`src/rtl/alu_issue_queue_if.sv`:
```
// Handshake bundle for alu_issue_queue: request input, ALU drive/return, and result output.
interface alu_issue_queue_if #(
    parameter int unsigned TAG_W = 4
);
    // Request side
    logic             in_valid;
    logic             in_ready;
    logic [2:0]       in_op;
    logic [31:0]      in_a;
    logic [31:0]      in_b;
    logic [TAG_W-1:0] in_tag;

    // ALU side
    logic [2:0]       alu_op;
    logic [31:0]      alu_a;
    logic [31:0]      alu_b;
    logic [31:0]      alu_result;
    logic             alu_zero;
    logic             alu_overflow;

    // Result side
    logic             out_valid;
    logic             out_ready;
    logic [31:0]      out_result;
    logic             out_zero;
    logic             out_overflow;
    logic             out_illegal;
    logic [TAG_W-1:0] out_tag;

    // The queue itself
    modport slave (
        input  in_valid, in_op, in_a, in_b, in_tag,
        input  alu_result, alu_zero, alu_overflow,
        input  out_ready,
        output in_ready,
        output alu_op, alu_a, alu_b,
        output out_valid, out_result, out_zero, out_overflow, out_illegal, out_tag
    );

    // Requester, ALU and consumer, seen together
    modport master (
        output in_valid, in_op, in_a, in_b, in_tag,
        output alu_result, alu_zero, alu_overflow,
        output out_ready,
        input  in_ready,
        input  alu_op, alu_a, alu_b,
        input  out_valid, out_result, out_zero, out_overflow, out_illegal, out_tag
    );
endinterface

```
`src/rtl/alu_issue_queue.sv`:
```
// ALU issue queue: request FIFO -> registered ALU issue -> tag pipeline -> result FIFO.
// Issue is credit-gated so every in-flight op always has a free result FIFO slot.
module alu_issue_queue #(
    parameter int unsigned IN_DEPTH    = 4,
    parameter int unsigned OUT_DEPTH   = 4,
    parameter int unsigned ALU_LATENCY = 2,
    parameter int unsigned TAG_W       = 4
) (
    input logic           clk,
    input logic           rst,
    alu_issue_queue_if.slave bus
);
    localparam int unsigned IN_AW  = $clog2(IN_DEPTH);
    localparam int unsigned OUT_AW = $clog2(OUT_DEPTH);
    localparam logic [IN_AW:0]    IN_FULL      = (IN_AW + 1)'(IN_DEPTH);
    localparam logic [OUT_AW:0]   OUT_FULL     = (OUT_AW + 1)'(OUT_DEPTH);
    localparam logic [OUT_AW+1:0] CREDIT_LIMIT = (OUT_AW + 2)'(OUT_DEPTH);

    // Request FIFO
    logic [2:0]       r_in_op  [IN_DEPTH];
    logic [31:0]      r_in_a   [IN_DEPTH];
    logic [31:0]      r_in_b   [IN_DEPTH];
    logic [TAG_W-1:0] r_in_tag [IN_DEPTH];
    logic [IN_AW-1:0] r_in_wptr, r_in_rptr;
    logic [IN_AW:0]   r_in_count, w_in_count_d;
    logic             r_in_ready;

    // Issue registers and tag pipeline
    logic [2:0]             r_alu_op;
    logic [31:0]            r_alu_a, r_alu_b;
    logic [ALU_LATENCY-1:0] r_pipe_vld, r_pipe_ill;
    logic [TAG_W-1:0]       r_pipe_tag [ALU_LATENCY];
    logic [OUT_AW:0]        r_inflight, w_inflight_d;

    // Result FIFO
    logic [31:0]         r_out_result [OUT_DEPTH];
    logic [TAG_W-1:0]    r_out_tag    [OUT_DEPTH];
    logic [OUT_DEPTH-1:0] r_out_zero, r_out_ovf, r_out_ill;
    logic [OUT_AW-1:0]   r_out_wptr, r_out_rptr;
    logic [OUT_AW:0]     r_out_count, w_out_count_d;

    logic w_push, w_issue, w_capture, w_pop, w_credit_ok, w_head_illegal, w_tail_ill;

    // Handshake decode, credit check and next-state counts
    always_comb begin
        w_push         = bus.in_valid && r_in_ready;
        // Results already waiting plus ops still in the ALU must leave room for one more
        w_credit_ok    = ({1'b0, r_out_count} + {1'b0, r_inflight}) < CREDIT_LIMIT;
        w_issue        = (r_in_count != '0) && w_credit_ok;
        w_head_illegal = (r_in_op[r_in_rptr][1:0] == 2'b11);
        w_capture      = r_pipe_vld[ALU_LATENCY-1];
        w_tail_ill     = r_pipe_ill[ALU_LATENCY-1];
        w_pop          = (r_out_count != '0) && bus.out_ready;
        w_in_count_d   = r_in_count + (IN_AW + 1)'(w_push) - (IN_AW + 1)'(w_issue);
        w_inflight_d   = r_inflight + (OUT_AW + 1)'(w_issue) - (OUT_AW + 1)'(w_capture);
        w_out_count_d  = r_out_count + (OUT_AW + 1)'(w_capture) - (OUT_AW + 1)'(w_pop);
    end

    // Request FIFO storage (contents are don't-care until counted valid)
    always_ff @(posedge clk) begin
        if (w_push) begin
            r_in_op[r_in_wptr]  <= bus.in_op;
            r_in_a[r_in_wptr]   <= bus.in_a;
            r_in_b[r_in_wptr]   <= bus.in_b;
            r_in_tag[r_in_wptr] <= bus.in_tag;
        end
    end

    // Request FIFO pointers, occupancy and registered ready
    always_ff @(posedge clk or posedge rst) begin
        if (rst) begin
            r_in_wptr  <= '0;
            r_in_rptr  <= '0;
            r_in_count <= '0;
            r_in_ready <= 1'b0;
        end else begin
            if (w_push)  r_in_wptr <= r_in_wptr + IN_AW'(1);
            if (w_issue) r_in_rptr <= r_in_rptr + IN_AW'(1);
            r_in_count <= w_in_count_d;
            r_in_ready <= (w_in_count_d != IN_FULL);
        end
    end

    // ALU operand registers; hold last values on a bubble
    always_ff @(posedge clk or posedge rst) begin
        if (rst) begin
            r_alu_op <= 3'b000;
            r_alu_a  <= '0;
            r_alu_b  <= '0;
        end else if (w_issue) begin
            r_alu_op <= r_in_op[r_in_rptr];
            r_alu_a  <= r_in_a[r_in_rptr];
            r_alu_b  <= r_in_b[r_in_rptr];
        end
    end

    // Tag pipeline matching ALU latency, plus in-flight credit count
    always_ff @(posedge clk or posedge rst) begin
        if (rst) begin
            r_pipe_vld <= '0;
            r_pipe_ill <= '0;
            for (int unsigned i = 0; i < ALU_LATENCY; i++) r_pipe_tag[i] <= '0;
            r_inflight <= '0;
        end else begin
            r_pipe_vld[0] <= w_issue;
            r_pipe_ill[0] <= w_issue && w_head_illegal;
            r_pipe_tag[0] <= r_in_tag[r_in_rptr];
            for (int unsigned i = 1; i < ALU_LATENCY; i++) begin
                r_pipe_vld[i] <= r_pipe_vld[i-1];
                r_pipe_ill[i] <= r_pipe_ill[i-1];
                r_pipe_tag[i] <= r_pipe_tag[i-1];
            end
            r_inflight <= w_inflight_d;
        end
    end

    // Result FIFO storage; illegal ops capture zeros instead of whatever the ALU produced
    always_ff @(posedge clk) begin
        if (w_capture) begin
            r_out_result[r_out_wptr] <= w_tail_ill ? 32'h0 : bus.alu_result;
            r_out_zero[r_out_wptr]   <= !w_tail_ill && bus.alu_zero;
            r_out_ovf[r_out_wptr]    <= !w_tail_ill && bus.alu_overflow;
            r_out_ill[r_out_wptr]    <= w_tail_ill;
            r_out_tag[r_out_wptr]    <= r_pipe_tag[ALU_LATENCY-1];
        end
    end

    // Result FIFO pointers and occupancy
    always_ff @(posedge clk or posedge rst) begin
        if (rst) begin
            r_out_wptr  <= '0;
            r_out_rptr  <= '0;
            r_out_count <= '0;
        end else begin
            if (w_capture) r_out_wptr <= r_out_wptr + OUT_AW'(1);
            if (w_pop)     r_out_rptr <= r_out_rptr + OUT_AW'(1);
            r_out_count <= w_out_count_d;
        end
    end

    // Drive interface outputs; result head is shown combinationally
    always_comb begin
        bus.in_ready     = r_in_ready;
        bus.alu_op       = r_alu_op;
        bus.alu_a        = r_alu_a;
        bus.alu_b        = r_alu_b;
        bus.out_valid    = (r_out_count != '0);
        bus.out_result   = r_out_result[r_out_rptr];
        bus.out_zero     = r_out_zero[r_out_rptr];
        bus.out_overflow = r_out_ovf[r_out_rptr];
        bus.out_illegal  = r_out_ill[r_out_rptr];
        bus.out_tag      = r_out_tag[r_out_rptr];
    end

    // The credit scheme must make a capture into a full, non-popping result FIFO impossible
    a_no_capture_overflow: assert property (@(posedge clk) disable iff (rst)
        !(w_capture && (r_out_count == OUT_FULL) && !w_pop));
endmodule

```
`src/flat_wrapper.sv`:
```
// flat-port wrapper written by rule: the top's interface ports become plain ports
module alu_issue_queue_flat 
#(
    parameter int unsigned IN_DEPTH    = 4,
    parameter int unsigned OUT_DEPTH   = 4,
    parameter int unsigned ALU_LATENCY = 2,
    parameter int unsigned TAG_W       = 4
)
  (clk, rst, bus_in_valid, bus_in_op, bus_in_a, bus_in_b, bus_in_tag, bus_alu_result, bus_alu_zero, bus_alu_overflow, bus_out_ready, bus_in_ready, bus_alu_op, bus_alu_a, bus_alu_b, bus_out_valid, bus_out_result, bus_out_zero, bus_out_overflow, bus_out_illegal, bus_out_tag);
  alu_issue_queue_if #(.TAG_W(TAG_W)) bus_i ();
  input logic clk;
  input logic rst;
  input wire logic [$bits(bus_i.in_valid)-1:0] bus_in_valid;
  input wire logic [$bits(bus_i.in_op)-1:0] bus_in_op;
  input wire logic [$bits(bus_i.in_a)-1:0] bus_in_a;
  input wire logic [$bits(bus_i.in_b)-1:0] bus_in_b;
  input wire logic [$bits(bus_i.in_tag)-1:0] bus_in_tag;
  input wire logic [$bits(bus_i.alu_result)-1:0] bus_alu_result;
  input wire logic [$bits(bus_i.alu_zero)-1:0] bus_alu_zero;
  input wire logic [$bits(bus_i.alu_overflow)-1:0] bus_alu_overflow;
  input wire logic [$bits(bus_i.out_ready)-1:0] bus_out_ready;
  output wire logic [$bits(bus_i.in_ready)-1:0] bus_in_ready;
  output wire logic [$bits(bus_i.alu_op)-1:0] bus_alu_op;
  output wire logic [$bits(bus_i.alu_a)-1:0] bus_alu_a;
  output wire logic [$bits(bus_i.alu_b)-1:0] bus_alu_b;
  output wire logic [$bits(bus_i.out_valid)-1:0] bus_out_valid;
  output wire logic [$bits(bus_i.out_result)-1:0] bus_out_result;
  output wire logic [$bits(bus_i.out_zero)-1:0] bus_out_zero;
  output wire logic [$bits(bus_i.out_overflow)-1:0] bus_out_overflow;
  output wire logic [$bits(bus_i.out_illegal)-1:0] bus_out_illegal;
  output wire logic [$bits(bus_i.out_tag)-1:0] bus_out_tag;
  assign bus_i.in_valid = bus_in_valid;
  assign bus_i.in_op = bus_in_op;
  assign bus_i.in_a = bus_in_a;
  assign bus_i.in_b = bus_in_b;
  assign bus_i.in_tag = bus_in_tag;
  assign bus_i.alu_result = bus_alu_result;
  assign bus_i.alu_zero = bus_alu_zero;
  assign bus_i.alu_overflow = bus_alu_overflow;
  assign bus_i.out_ready = bus_out_ready;
  assign bus_in_ready = bus_i.in_ready;
  assign bus_alu_op = bus_i.alu_op;
  assign bus_alu_a = bus_i.alu_a;
  assign bus_alu_b = bus_i.alu_b;
  assign bus_out_valid = bus_i.out_valid;
  assign bus_out_result = bus_i.out_result;
  assign bus_out_zero = bus_i.out_zero;
  assign bus_out_overflow = bus_i.out_overflow;
  assign bus_out_illegal = bus_i.out_illegal;
  assign bus_out_tag = bus_i.out_tag;
  alu_issue_queue #(.IN_DEPTH(IN_DEPTH), .OUT_DEPTH(OUT_DEPTH), .ALU_LATENCY(ALU_LATENCY), .TAG_W(TAG_W)) u_core (.clk(clk), .rst(rst), .bus(bus_i));
endmodule
```
`config.mk`:
```
export PLATFORM = sky130hd
export DESIGN_NAME = alu_issue_queue_flat
export DESIGN_NICKNAME = d
export VERILOG_FILES = /design/src/rtl/alu_issue_queue_if.sv /design/src/rtl/alu_issue_queue.sv /design/src/flat_wrapper.sv
export SDC_FILE = /design/constraint.sdc
export NUM_CORES = 1
export LEC_CHECK = 0
export BUFFER_PORTS_ARGS = -buffer_cell sky130_fd_sc_hd__buf_2
export CORE_MARGIN = 5
export CORE_UTILIZATION = 58
export CTS_CLUSTER_SIZE = 25
export DETAILED_ROUTE_END_ITERATION = 8
export PLACE_DENSITY_LB_ADDON = 0.25
export SLEW_MARGIN = 20
export SYNTH_ARGS = -nofsm -noshare
export SYNTH_HDL_FRONTEND = slang
export SYNTH_SLANG_ARGS = --single-unit
export TNS_END_PERCENT = 50
```
`constraint.sdc`:
```
create_clock -name clk -period 3.6 [get_ports clk]
set_input_delay 0.54 -clock clk [delete_from_list [all_inputs] [get_ports clk]]
set_output_delay 0.54 -clock clk [all_outputs]
set_load 0.02 [all_outputs]
```
Yosys cells after proc, flatten, opt, wreduce, memory -nomap -nowiden
Memory sizes are Yosys's and may differ from the RTL's. A register that Yosys moved wholly into a read port is not among the register bits.
Index checks and enable logic that the tools add are counted.
{ "totals": {"reg_bits": 41, "mem_bits_rw": 428, "out_inout_bits": 108, "word_cells": 64, "memories": 6} }
{ "mem_list": {"columns": ["name", "words", "width", "read_ports", "rd_clocked_by_memory_dff", "wr", "line_no", "text"], "rows": [
  ["u_core.r_in_a", 4, 32, 1, 1, 1, "alu_issue_queue.sv:21", "logic [31:0] r_in_a [IN_DEPTH];"],
  ["u_core.r_in_b", 4, 32, 1, 1, 1, "alu_issue_queue.sv:22", "logic [31:0] r_in_b [IN_DEPTH];"],
  ["u_core.r_out_result", 4, 32, 1, 0, 1, "alu_issue_queue.sv:36", "logic [31:0] r_out_result [OUT_DEPTH];"],
  ["u_core.r_in_tag", 4, 4, 1, 1, 1, "alu_issue_queue.sv:23", "logic [TAG_W-1:0] r_in_tag [IN_DEPTH];"],
  ["u_core.r_out_tag", 4, 4, 1, 0, 1, "alu_issue_queue.sv:37", "logic [TAG_W-1:0] r_out_tag [OUT_DEPTH];"],
  ["u_core.r_in_op", 4, 3, 1, 0, 1, "alu_issue_queue.sv:20", "logic [2:0] r_in_op [IN_DEPTH];"]
]} }
{ "classes": {"add_sub_neg": 11, "order_cmp": 4, "eq_ne": 2, "n_mux": 16, "reduce_logical": 10} }
{ "op_table": {"columns": ["operator", "count"], "rows": [
  ["$mux W32", 1],
  ["$bwmux W4", 3],
  ["$add A3 B1 Y3", 3],
  ["$sub A3 B1 Y3", 3],
  ["$add A2 B1 Y2 const B", 4],
  ["$mux W1", 8],
  ["$logic_and A1 B1 Y1", 7],
  ["$bmux W1 S2", 3],
  ["$lt A2 B3 Y1 const B", 2],
  ["$reduce_bool A3 Y1", 2],
  ["$add A3 B3 Y4", 1],
  ["$lt A4 B3 Y1 const B", 1],
  ["$ne A3 B3 Y1 const B", 1],
  ["$demux W1 S2", 1],
  ["$eq A2 B2 Y1 const B", 1],
  ["$ge A2 B1 Y1 const B", 1],
  ["$logic_not A1 Y1", 1]
]} }

Depth between registers and ports, before layout
Gate-level depths: netlist of run 1.
{ "depth": {"ltp_word": 5, "mapped_depth": 13, "mapped_depth_nobuf": 11} }

Worst setup path before layout of run 1
OpenSTA, ideal clock, no wires.
{ "synth_path": {"path_kind": "register -> register", "from": "register u_core.r_in_wptr[0]", "to": "memory u_core.r_in_a[2][0], enable pin", "arrival_time_ns": 2.324, "path_slack_ns": 0.839, "path_stages_with_launch": 4, "synth_period_minus_slack_ns": 2.761, "cell_sequence": "dfrtp_1 -> inv_1 -> ha_1 -> and3_1"} }
{ "synth_rtl": {"columns": ["element", "line_no", "text"], "rows": [
  ["start: declaration", "alu_issue_queue.sv:24", "logic [IN_AW-1:0] r_in_wptr, r_in_rptr;"],
  ["start signal: assignment", "alu_issue_queue.sv:77", "if (w_push) r_in_wptr <= r_in_wptr + IN_AW'(1);"],
  ["end: declaration", "alu_issue_queue.sv:21", null]
]} }
No word-level cell before the write port.

Final worst setup path of run 1
{ "layout_path": {"from": "register u_core.r_out_rptr[1]", "to": "output bus_out_result[2]"} }
{ "layout_between": {"elab_chain_cells": 1} }
{ "layout_lines": {"columns": ["element", "line_no", "text"], "rows": [
  ["start: declaration", "alu_issue_queue.sv:39", "logic [OUT_AW-1:0] r_out_wptr, r_out_rptr;"],
  ["start signal: assignment", "alu_issue_queue.sv:136", "if (w_pop) r_out_rptr <= r_out_rptr + OUT_AW'(1);"],
  ["$mem_v2 Z4 W32", null, null],
  ["end: declaration", "flat_wrapper.sv:27", "output wire logic [$bits(bus_i.out_result)-1:0] bus_out_result;"]
]} }
Every way passes these cells.

==> results of run 1 <==
layer usage:
metal  wire, um  up-vias  track usage
li1           -     3959            -
met1      13900     4722       0.2469
met2      18930      258       0.3317
met3       2724       60      0.05652
met4        703       12      0.05069
met5         69        -            0
worst max path at each step:
stage | depth (start not counted) | start | to | slack (ns)
after CTS | 2 | u_core.r_out_rptr[1] | bus_out_result[2] | 0.80
after detailed placement | 10 | u_core.r_out_count[2] | u_core.r_inflight[2] | 0.90
final | 2 | u_core.r_out_rptr[1] | bus_out_result[2] | 0.84
after floorplan | 1 | rst | u_core.bus.alu_a[0] | 0.53
after global routing | 2 | u_core.r_out_rptr[1] | bus_out_result[2] | 0.73
after global placement | 10 | u_core.r_out_count[2] | u_core.r_inflight[2] | 0.93
area by class of cell:
type                            count  area [um^2]  share of cell area
Sequential cell                   537        15650              0.6716
Multi-Input combinational cell    266         4008              0.1720
Clock buffer                       80         1529             0.06562
Timing Repair Buffer              230         1286             0.05520
Tap cell                          448        560.5             0.02406
Clock inverter                     17        187.7            0.008055
Inverter                           19        75.07            0.003222
Antenna cell                        2        5.005           0.0002148
report_power, final:
| group | internal (W) | leakage, nW | switching (W) |
|---|---|---|---|
| Sequential | 0.00843 | 5.16 | 0.000734 |
| Clock | 0.00320 | 0.838 | 0.00215 |
| Combinational | 0.00304 | 2.36 | 0.00347 |
cells by family (layout without fill, tap and decap cells):
logic type	Yosys count	in the layout	synth area share
other	0	2	0
AO/OA/AOI/OAI	3	3	0.0009440
flip-flops	537	537	0.7866
multiplexers	177	177	0.1640
buffers and inverters	54	346	0.01315
XOR/XNOR	12	12	0.005286
AND/OR/NAND/NOR	55	55	0.01693
adder cells (fa/ha/maj)	19	19	0.01309
stage by stage:
step           cells  instance area [um^2]    util  hold WS, ns  setup WS [ns]
2_1_floorplan    857                 19880       -       0.3312         0.5263
3_3_place_gp    1500                 21580  0.6403       0.3314         0.9313
3_5_place_dp    1500                 21580  0.6403       0.3363         0.9039
4_1_cts         1597                 23300  0.6913       0.1023         0.7965
5_1_grt         1599                 23300  0.6914       0.1342         0.7301
6_report        1599                 23300  0.6914      0.09759         0.8432
registers in the layout, indices dropped and copies added, names as in the netlist, 4 cells and up:
name                 count
u_core.bus.alu_a        32
u_core.bus.alu_b        32
u_core.r_in_a          128
u_core.r_in_b          128
u_core.r_in_op          12
u_core.r_in_tag         16
u_core.r_out_ill         4
u_core.r_out_ovf         4
u_core.r_out_result    128
u_core.r_out_tag        16
u_core.r_out_zero        4
u_core.r_pipe_tag        8
cells in the final DEF (no fill, tap or decap), types with 9 or more instances in the layout:
cell type / n
sky130_fd_sc_hd__inv_1: 17
sky130_fd_sc_hd__clkbuf_1: 18
sky130_fd_sc_hd__ha_1: 16
sky130_fd_sc_hd__mux4_2: 110
sky130_fd_sc_hd__xnor2_1: 9
sky130_fd_sc_hd__edfxtp_1: 440
sky130_fd_sc_hd__buf_2: 216
sky130_fd_sc_hd__clkbuf_16: 54
sky130_fd_sc_hd__nor2b_1: 34
sky130_fd_sc_hd__mux2_2: 59
sky130_fd_sc_hd__dfrtp_1: 93
==> summary.md, run 1 <==
| Metric | Value |
|---|---|
| Syn_area_per_cell | 23.20 um^2 |
| Number of buffers added to fix hold violations after cts | 0 |
| Flop-to-flop setup slack | ~0.94 ns |
| Total vias in the final route | between 9,000 and 10,000 |
| Final HPWL DP | 21,580 um |
| Final net count | approximately 1,200 |
| Total setup buffers inserted after CTS | 0 |
| Sum of overflow across all layers after global routing | 0 |
| Total power per unit cell area | 902.3 nW/um^2 |
| H-tree levels | 2 |
| Cell with the most instances after synthesis | sky130_fd_sc_hd__edfxtp_1 |
| Starting utilization of the core area | 0.5900 |
| Starting DRC count in detailed routing | around 500 |
| Growth of design area from synthesis to finish | 17.18% |
| Number of enable flip-flop cells after synthesis | 440 |
| Crit. End Element | output pin |
| Insertion delay of the later-clocked pin in the worst-skew pair | ~0.57 ns |
| Most frequent cells after synthesis | sky130_fd_sc_hd__edfxtp_1 (440), sky130_fd_sc_hd__mux4_2 (110), sky130_fd_sc_hd__dfrtp_1 (97) |
| Total Routed Length | 36,330 um |
| Hold Vio Cnt, Final | 0 |
| Maximum clock rate | 0.3627 GHz |
| Reg-to-Reg End | u_core.r_inflight[2] |
| Critical path's top delay family | flip-flops |
| Vias in the first global route | a little under 10,000 |
| Type of the tightest min-delay check | in2async |
| Initial antenna violation count | 8 |
| Worst EP arrival | roughly 2.2 ns |
| Number of DRC violations after detailed routing | 0 |
| Filler cell count | approximately 2,100 |
| Post-synthesis cell count | approximately 860 |
| Critical Setup Path Class | reg2out |
| Share of flip-flops with an asynchronous set or reset | 0.1806 |
| Core Area | between 30,000 and 40,000 um^2 |
| Post-layout min period | roughly 2.8 ns |
| Worst vdd ir | ~580 uV |
| Post-route fraction of the period consumed by the critical path | 0.7658 |
| Setup repair after global routing missed its margin | false |
| Routability congestion estimate from global placement | between 0.7 and 0.8 |
| Fraction of post-synthesis cell area in the top cell type by area | 0.6645 |
| Part of the Yosys area used for sequential elements | 0.7866 |
| Crit-path cells | mux4_2 -> buf_2 |
| Most used DFF post-synth | sky130_fd_sc_hd__edfxtp_1 |
| Maximum number of pins on one net before global-route repair | 73 |
| Post-synth design cell area | 19,880 um^2 |
| Slew at the pin closest to its max-slew limit | approximately 1.1 ns |
| Clock Pin Slew Worst Setup and Hold Paths | about 0.060 ns |
| Cell with the largest stage delay on the worst path | sky130_fd_sc_hd__dfrtp_2 |
| Count of buffering cells on the critical path with inverters included | 1 |
| Final setup fails | 0 |
| Sink Count | 537 |
| Count of cells along the worst register-to-register path | 10 |
| Max-slew headroom | 0.2899 |
| Layout Skew | around 0.016 ns |
| Top area cells in the synthesized netlist | sky130_fd_sc_hd__edfxtp_1 (66%), sky130_fd_sc_hd__mux4_2 (12%), sky130_fd_sc_hd__dfrtp_1 (12%) |
| Synth area leader | sky130_fd_sc_hd__edfxtp_1 |
| # IOs | around 220 |
| Total global-route track usage | 0.1936 |
| TritonCTS clock tree | yes |
| Residual antenna-violating net count after detailed routing | 0 |
| Count of warnings emitted by yosys | 0 |
| Crit path max fanout | 40 |
| Nature of the critical path startpoint | flop |
| Number of nets produced by synthesis | approximately 990 |
| Longest individual stage delay on the worst path | 1.01 ns |
| CTS resizes | 0 |
| Total of max-cap violations | 0 |
| Die Ht | roughly 200 um |
| Clock buffer count from CTS | 52 |
| Number of max-slew violations in the final report | 0 |
| Power, Total | between 0.02 and 0.025 W |
| Via count normalized by instance count | roughly 5.6 |
| 1st-pass router iterations | 6 |
| Accumulated negative setup slack | 0 ns |
| Post-synthesis register bit count | between 500 and 600 |
| CTS root buf | sky130_fd_sc_hd__clkbuf_16 |
| Horizontal die dimension | around 200 um |
| Area of the die | ~38,000 um^2 |
| Share of cells above drive strength 1 | 0.4308 |
| Row cnt | 67 |
| Synth unique cells | 29 |
| Longest Clk Path Bufs | 3 |
| Number of buffer cells added on primary ports | 216 |
| Leak Pwr | 8.359 nW |
| First-pass GRT wire length | between 50,000 and 60,000 um |
| Required time reported for the critical path endpoint | between 3 and 4 ns |
| Status | complete, no violations |
| Source of the worst register-to-register timing path | u_core.r_out_count[2] |
| Post-DR wirelength/cell | about 23 um |
Power figures use the tool's default switching activity.
==> inputs of run 2 (changes only) <==
ABC_AREA = 1   (was unset)
CORE_UTILIZATION = 53   (was 58)
clock period = 2.25 ns   (was 3.6 ns; I/O delays follow)
==> run 2 against run 1 <==
Hold slack worse by 0.063 ns. Global-route usage rose by 1.6 points. Clock skew increased by 0.0010 ns. First-iteration DRC count up 85%. The run now ends with negative setup slack left. Combinational power grew 120%. Non-clock buffer count up 116. Design area rose by 14%.
==> summary.md, run 2 <==
| Metric | Value |
|---|---|
| Worst vdd ir | 686.8 uV (+18%) |
| Cell with the most instances after synthesis | sky130_fd_sc_hd__nand2_1 |
| Max-slew headroom | 0.5566 (+0.2667) |
| Crit. End Element | flop |
| Post-DR wirelength/cell | 16.97 um (-25%) |
| Clock buffer count from CTS | 53 (+1.9%) |
| Standard cell area after detailed placement | 23,620 um^2 (+9.4%) |
| Post-Place Setup Slack | -0.2479 ns (-1.152 ns) |
| H-tree levels | 2 (unchanged) |
| Horizontal die dimension | 212.3 um (+8.8%) |
| Area of the die | 45,070 um^2 (+18%) |
| Total Routed Length | 48,160 um (+33%) |
| Maximum clock rate | approximately 0.44 GHz |
| Multi-input combinational cell area | 4579 um^2 (+14%) |
| Required time reported for the critical path endpoint | 2.72 ns (-0.34 ns) |
| Most used DFF post-synth | sky130_fd_sc_hd__edfxtp_1 |
| Longest Clk Path Bufs | 3 (unchanged) |
| Via count normalized by instance count | 5.013 (-11%) |
| Total global-route track usage | 0.2092 (+0.01560) |
| Area taken by flip-flops and latches | 15,650 um^2 (unchanged) |
| # IOs | 217 (unchanged) |
| Syn_area_per_cell | 11.13 um^2 (-52%) |
| Synth unique cells | 21 (-28%) |
| CTS root buf | sky130_fd_sc_hd__clkbuf_16 |
| Post-synth design cell area | 21,690 um^2 (+9.1%) |
| Post-synthesis register bit count | 537 (unchanged) |
| Crit path max fanout | 2 (-95%) |
| Final Worst Setup Slack | -0.02001 ns (-0.8632 ns) |
| Violations in the final reports | negative setup slack |
| Status | finished with violations |
| Routability congestion estimate from global placement | 0.7388 (+2.3%) |
| Most frequent cells after synthesis | sky130_fd_sc_hd__nand2_1 (558), sky130_fd_sc_hd__edfxtp_1 (440), sky130_fd_sc_hd__inv_1 (333) |
| Number of buffer cells added on primary ports | 216 (unchanged) |
| Number of max-slew violations in the final report | 0 (unchanged) |
| Top area cells in the synthesized netlist | sky130_fd_sc_hd__edfxtp_1 (61%), sky130_fd_sc_hd__dfrtp_1 (11%), sky130_fd_sc_hd__nand2_1 (9.7%) |
| Initial antenna violation count | 5 (-3) |
| Leak Pwr | 11.85 nW (+42%) |
| Starting utilization of the core area | 0.5337 (-0.05636) |
| Part of the Yosys area used for sequential elements | 0.7210 (-0.06556) |
| Fraction of post-synthesis cell area in the top cell type by area | 0.6091 (-0.05538) |
| Slew at the pin closest to its max-slew limit | 0.6651 ns (-0.4000 ns) |
| Critical Setup Path Class | reg2reg |
| Commonest non-fill, non-tap cell in the layout | sky130_fd_sc_hd__nand2_1 |
| Setup repair after global routing missed its margin | true |
| 1st-pass router iterations | 6 (unchanged) |
| Count of warnings emitted by yosys | 0 (unchanged) |
| Final HPWL DP | 26,910 um (+25%) |
| Vias in the first global route | 14,160 (+43%) |
| Total power per unit cell area | 1408 nW/um^2 (+56%) |
| Number of DRC violations after detailed routing | 0 (unchanged) |
| Share of cells above drive strength 1 | 0.1736 (-0.2572) |
| Die Ht | 212.3 um (+8.8%) |
| Number of nets produced by synthesis | 2,077 (+110%) |
| Post-route fraction of the period consumed by the critical path | 1.009 |
| Total vias in the final route | 14,230 (+58%) |
| Final setup fails | 2 (+2) |
| Commonest cells after routing, fill and taps aside | sky130_fd_sc_hd__nand2_1 (557), sky130_fd_sc_hd__edfxtp_1 (440), sky130_fd_sc_hd__inv_1 (330) |
| Type of the tightest min-delay check | in2reg |
| Biggest regs | u_core.r_in_a: 128 flops, u_core.r_in_b: 128 flops, u_core.r_out_result: 128 flops |
| Post-synthesis cell count | 1,949 (+130%) |
| Power, Total | 0.03733 W (+78%) |
| Nature of the critical path startpoint | flop |
| Synth area leader | sky130_fd_sc_hd__edfxtp_1 |
| Area of all placed cells without fillers | 26,510 um^2 (+14%) |
| Sum of overflow across all layers after global routing | 0 (unchanged) |
| Growth of design area from synthesis to finish | 22.22% |
| Share of flip-flops with an asynchronous set or reset | 0.1806 (unchanged) |
| Maximum number of pins on one net before global-route repair | 145 (+99%) |
| Insertion delay of the later-clocked pin in the worst-skew pair | 0.60 ns (+0.03 ns) |
| Sink Count | 537 (unchanged) |
| Hold Vio Cnt, Final | 0 (unchanged) |
| Row cnt | 74 (+10%) |
| Starting DRC count in detailed routing | 917 (+85%) |
| Total of max-cap violations | 0 (unchanged) |
| Layout Skew | 0.01723 ns (+0.001039 ns) |
| Post-layout min period | between 2 and 2.5 ns |
| Core Area | 40,650 um^2 (+21%) |
| Residual antenna-violating net count after detailed routing | 0 (unchanged) |
| Number of enable flip-flop cells after synthesis | 440 (unchanged) |
| Final net count | 2,388 (+94%) |
| Clock Pin Slew Worst Setup and Hold Paths | 0.06 ns (about the same) |
| Worst EP arrival | 2.74 ns (+0.52 ns) |
| Filler cell count | 3,029 (+44%) |
| First-pass GRT wire length | 74,750 um (+31%) |
| TritonCTS clock tree | yes |
-- run 2: cells by family after synthesis --
kind of cell,after synthesis,share of synthesized area
XOR/XNOR,9,0.003634
adder cells (fa/ha/maj),19,0.01200
flip-flops,537,0.7210
AND/OR/NAND/NOR,826,0.1514
AO/OA/AOI/OAI,132,0.03294
buffers and inverters,426,0.07908
-- run 2: per-stage QoR --
| step | TNS (ns) | utilization | hold slack, ns | std cells |
|---|---|---|---|---|
| 2_1_floorplan | -260.58 | - | 0.3312 | 1949 |
| 3_3_place_gp | -0.1766 | 0.5810 | 0.3325 | 2650 |
| 3_5_place_dp | -6.290 | 0.5810 | 0.3347 | 2650 |
| 4_1_cts | -0.1069 | 0.6447 | 0.02646 | 2829 |
| 5_1_grt | -0.2866 | 0.6523 | 0.02942 | 2838 |
| 6_report | -0.02264 | 0.6523 | 0.03466 | 2838 |
-- run 2: per-layer routing --
layer / vias to the layer above / GRT usage / share of wire
li1: 6891 / - / -
met1: 6798 / 0.2754 / 0.40
met2: 441 / 0.3610 / 0.50
met3: 92 / 0.03438 / 0.064
met4: 6 / 0.06577 / 0.026
met5: - / 0 / 0.00071
-- run 2: cell type report --
type / instances / area share
sequential: 537 / 0.5903
multi-input combinational: 986 / 0.1727
timing repair buffer: 346 / 0.1001
clock buffer: 72 / 0.05574
inverter: 336 / 0.04814
tap: 532 / 0.02511
clock inverter: 27 / 0.007740
antenna: 2 / 0.0001888
-- run 2: worst paths after layout --
| kind | start | end | slack, ns | cells after the start |
|---|---|---|---|---|
| setup reg to reg | u_core.r_out_count[1] | u_core.bus.in_ready | -0.02 | 12 |
| max in group asynchronous | rst | u_core.r_in_rptr[0] | 1.30 | 4 |
| setup / recovery | u_core.r_out_count[1] | u_core.bus.in_ready | -0.02 | 12 |
| hold reg to reg | u_core.r_pipe_ill[0] | u_core.r_pipe_ill[1] | 0.34 | 0 |
| hold / removal | bus_out_ready | u_core.r_out_rptr[0] | 0.03 | 3 |
| min in group asynchronous | rst | u_core.r_pipe_ill[1] | 0.29 | 3 |
-- run 2: timing repair --
action | CTS | global route
setup endpoints to repair | 93 | 103
hold buffers | 72 | 0
buffers inserted | 8 | 4
resized for setup | 31 | 51
pin swaps | 11 | 3
hold endpoints to repair | 307 | 0
cloned | 0 | 3
-- run 2: critical path: stages (launching register included) --
cell                      delay (ns)
sky130_fd_sc_hd__dfrtp_1        0.42
sky130_fd_sc_hd__ha_4           0.30
sky130_fd_sc_hd__nand3_4        0.08
sky130_fd_sc_hd__nand3_4        0.11
sky130_fd_sc_hd__nor2_4         0.06
sky130_fd_sc_hd__ha_4           0.26
sky130_fd_sc_hd__inv_2          0.04
sky130_fd_sc_hd__ha_4           0.15
sky130_fd_sc_hd__fa_2           0.35
sky130_fd_sc_hd__xnor2_2        0.19
sky130_fd_sc_hd__nand2_1        0.07
sky130_fd_sc_hd__nand2_1        0.08
sky130_fd_sc_hd__nand2_1        0.05
-- run 2: report_power, final --
part / switching, W / internal, W
logic: 0.00954 / 0.00500
registers: 0.000895 / 0.0134
clock network: 0.00361 / 0.00484
total: 0.0140 / 0.0233
==> inputs of run 3 (changes only) <==
RECOVER_POWER = 25   (was unset)
==> run 3 against run 2 <==
The run still ends with negative setup slack left. Clock-buffer cell count is the same. Die area stayed put. Critical path depth stayed put. Register-to-register slack barely moved. Sequential power about the same. Maximum frequency is essentially flat. First-iteration DRC count rose by 2.3%. Non-clock buffer count unchanged. Critical path type unchanged. Critical endpoint unchanged. Largest power group unchanged. Highest routed layer unchanged.
==> summary.md, run 3 (same netlist as run 2, synthesis figures left out) <==
| Metric | Value |
|---|---|
| Area of the die | 45,070 um^2 (unchanged) |
| Number of buffer cells added on primary ports | 216 (unchanged) |
| Final Instance Count excl. Fillers | 2,839 (+0.035%) |
| Leak Pwr | 11.67 nW (-1.5%) |
| Violations in the final reports | negative setup slack |
| Max-slew headroom | 0.09490 (-0.4617) |
| Commonest cells after routing, fill and taps aside | sky130_fd_sc_hd__nand2_1 (557), sky130_fd_sc_hd__edfxtp_1 (440), sky130_fd_sc_hd__inv_1 (330) |
| Row cnt | 74 (unchanged) |
| Growth of design area from synthesis to finish | 21.86% |
| Reg power frac | 0.384 (about the same) |
| Placed cell count | 2,650 (unchanged) |
| Final setup fails | 2 (unchanged) |
| Total of max-cap violations | 0 (unchanged) |
| Longest Clk Path Bufs | 3 (unchanged) |
| Share of cells above drive strength 1 | 0.1458 (-0.02778) |
| Part of the total power dissipated in combinational logic | 0.389 (about the same) |
| Maximum number of pins on one net before global-route repair | 145 (unchanged) |
| Via count normalized by instance count | 5.020 (+0.13%) |
| Type of the tightest min-delay check | in2reg |
| Routed wire length on met3 | 3044 um (-1.3%) |
| Worst EP arrival | 2.75 ns (about the same) |
| Total vias in the final route | 14,250 (+0.16%) |
| Layout Skew | 0.01693 ns (-0.0002987 ns) |
| Final net count | 2,388 (unchanged) |
| Final Worst Setup Slack | -0.01960 ns (+0.0004130 ns) |
| Routability congestion estimate from global placement | 0.7388 (unchanged) |
| Post-route met1 wirelength | 19,690 um (+1.0%) |
| Routed wl met2 | 24,150 um (-0.68%) |
| Insertion delay of the later-clocked pin in the worst-skew pair | 0.60 ns (about the same) |
| Hold Vio Cnt, Final | 0 (unchanged) |
| Critical Setup Path Class | reg2reg |
| Die Ht | 212.3 um (unchanged) |
| 1st-pass router iterations | 5 (-1) |
| Required time reported for the critical path endpoint | 2.73 ns (about the same) |
| Power share of the clock group | 0.227 (about the same) |
| Sum of overflow across all layers after global routing | 0 (unchanged) |
| Post-layout min period | 2.270 ns (-0.0004130 ns) |
| Total power per unit cell area | 1412 nW/um^2 (+0.26%) |
| Crit path max fanout | 2 (unchanged) |
| Clock buffer count from CTS | 53 (unchanged) |
| Initial antenna violation count | 5 (unchanged) |
| Status | finished with violations |
| Number of DRC violations after detailed routing | 0 (unchanged) |
| Psw | 0.01405 W (about the same) |
| H-tree levels | 2 (unchanged) |
| Total global-route track usage | 0.2092 (unchanged) |
| Total Routed Length | 48,180 um (about the same) |
| Maximum clock rate | 0.4406 GHz (about the same) |
| Clock Pin Slew Worst Setup and Hold Paths | 0.06 ns (about the same) |
| Commonest non-fill, non-tap cell in the layout | sky130_fd_sc_hd__nand2_1 |
| Horizontal die dimension | 212.3 um (unchanged) |
| Number of max-slew violations in the final report | 0 (unchanged) |
| Final HPWL DP | 26,910 um (unchanged) |
| Crit. End Element | flop |
| Starting utilization of the core area | 0.5337 (unchanged) |
| Slew at the pin closest to its max-slew limit | 1.350 ns (+0.6851 ns) |
| Accumulated negative setup slack | -0.02181 ns (+0.0008254 ns) |
| Sink Count | 537 (unchanged) |
| Starting DRC count in detailed routing | 938 (+2.3%) |
| Core Area | 40,650 um^2 (unchanged) |
| TritonCTS clock tree | yes |
| Vias in the first global route | 14,160 (unchanged) |
| Nature of the critical path startpoint | flop |
| Setup repair after global routing missed its margin | true |
| Biggest regs | u_core.r_in_a: 128 flops, u_core.r_in_b: 128 flops, u_core.r_out_result: 128 flops |
| CTS root buf | sky130_fd_sc_hd__clkbuf_16 |
| Filler cell count | 3,060 (+1.0%) |
| First-pass GRT wire length | 74,750 um (unchanged) |
| # IOs | 217 (unchanged) |
| Worst vdd ir | 679.9 uV (-0.99%) |
| Pint | 0.02327 W (about the same) |
| Top Layer Used | met5 |
| Residual antenna-violating net count after detailed routing | 0 (unchanged) |
| Post-route fraction of the period consumed by the critical path | 1.009 (about the same) |
| Post-DR wirelength/cell | 16.97 um (about the same) |
| Share of total power consumed by net switching | 0.3764 (about the same) |
## run 3: repair_timing
action | 4_1_cts | 5_1_grt
gates cloned | 0 | 3
hold buffers | 72 | 0
pin swaps | 11 | 3
resized for setup | 31 | 51
setup buffers | 8 | 4
endpoints found under the hold margin | 307 | 0
endpoints found under the setup margin | 93 | 103
## run 3: worst paths after layout
check	startpoint	end	slack, ns	cells after the start
setup / recovery	u_core.r_out_count[1]	u_core.bus.in_ready	-0.02	12
hold / removal	bus_out_ready	u_core.r_out_rptr[0]	0.03	3
setup reg to reg	u_core.r_out_count[1]	u_core.bus.in_ready	-0.02	12
hold reg to reg	u_core.r_pipe_ill[0]	u_core.r_pipe_ill[1]	0.34	0
max in group asynchronous	rst	u_core.bus.alu_a[19]	0.78	4
min in group asynchronous	rst	u_core.r_pipe_ill[1]	0.57	3
## run 3: worst max-delay path, stage by stage (launching register included)
cell and delay (ns):
sky130_fd_sc_hd__dfrtp_1 0.42, sky130_fd_sc_hd__ha_4 0.30, sky130_fd_sc_hd__nand3_4 0.08, sky130_fd_sc_hd__nand3_4 0.11
sky130_fd_sc_hd__nor2_4 0.06, sky130_fd_sc_hd__ha_4 0.26, sky130_fd_sc_hd__inv_2 0.04, sky130_fd_sc_hd__ha_4 0.15
sky130_fd_sc_hd__fa_2 0.35, sky130_fd_sc_hd__xnor2_2 0.19, sky130_fd_sc_hd__nand2_1 0.07, sky130_fd_sc_hd__nand2_1 0.08
sky130_fd_sc_hd__nand2_1 0.05
## run 3: layer usage
layer / up-vias / global-route usage
met2: 432 / 0.3610
li1: 6891 / -
met5: - / 0
met3: 96 / 0.03438
met4: 6 / 0.06577
met1: 6826 / 0.2754
## run 3: per-stage QoR
| stage | power, W | setup WS (ns) | hold WS (ns) | instance area [um^2] | utilization |
|---|---|---|---|---|---|
| after global placement | 0.02734 | -0.1003 | 0.3325 | 23620 | 0.5810 |
| after floorplan | 0.02304 | -0.7032 | 0.3312 | 21700 | - |
| after global routing | 0.03971 | -0.1052 | 0.02942 | 26430 | 0.6502 |
| after CTS | 0.03686 | -0.04062 | 0.02646 | 26210 | 0.6447 |
| after detailed placement | 0.02777 | -0.2479 | 0.3347 | 23620 | 0.5810 |
| final | 0.03732 | -0.01960 | 0.03346 | 26430 | 0.6503 |
## run 3: layout make-up
cell class              count  area, um^2  area share
multi-input cells         986        4579      0.1732
clock inverters            27       205.2    0.007763
diodes                      3       7.507   0.0002840
flip-flops and latches    537       15650      0.5921
inverters                 336        1275     0.04823
repair buffers            346        2572     0.09732
clock buffers              72        1478     0.05590
well taps                 532       665.6     0.02518
## run 3: power groups by stage
stage	Combinational, W	Sequential [W]	Clock [W]
floorplan	0.00803	0.0150	0
global placement	0.0129	0.0144	0
detailed placement	0.0133	0.0145	0
CTS	0.0139	0.0143	0.00863
global route	0.0161	0.0145	0.00907
finish	0.0145	0.0143	0.00846
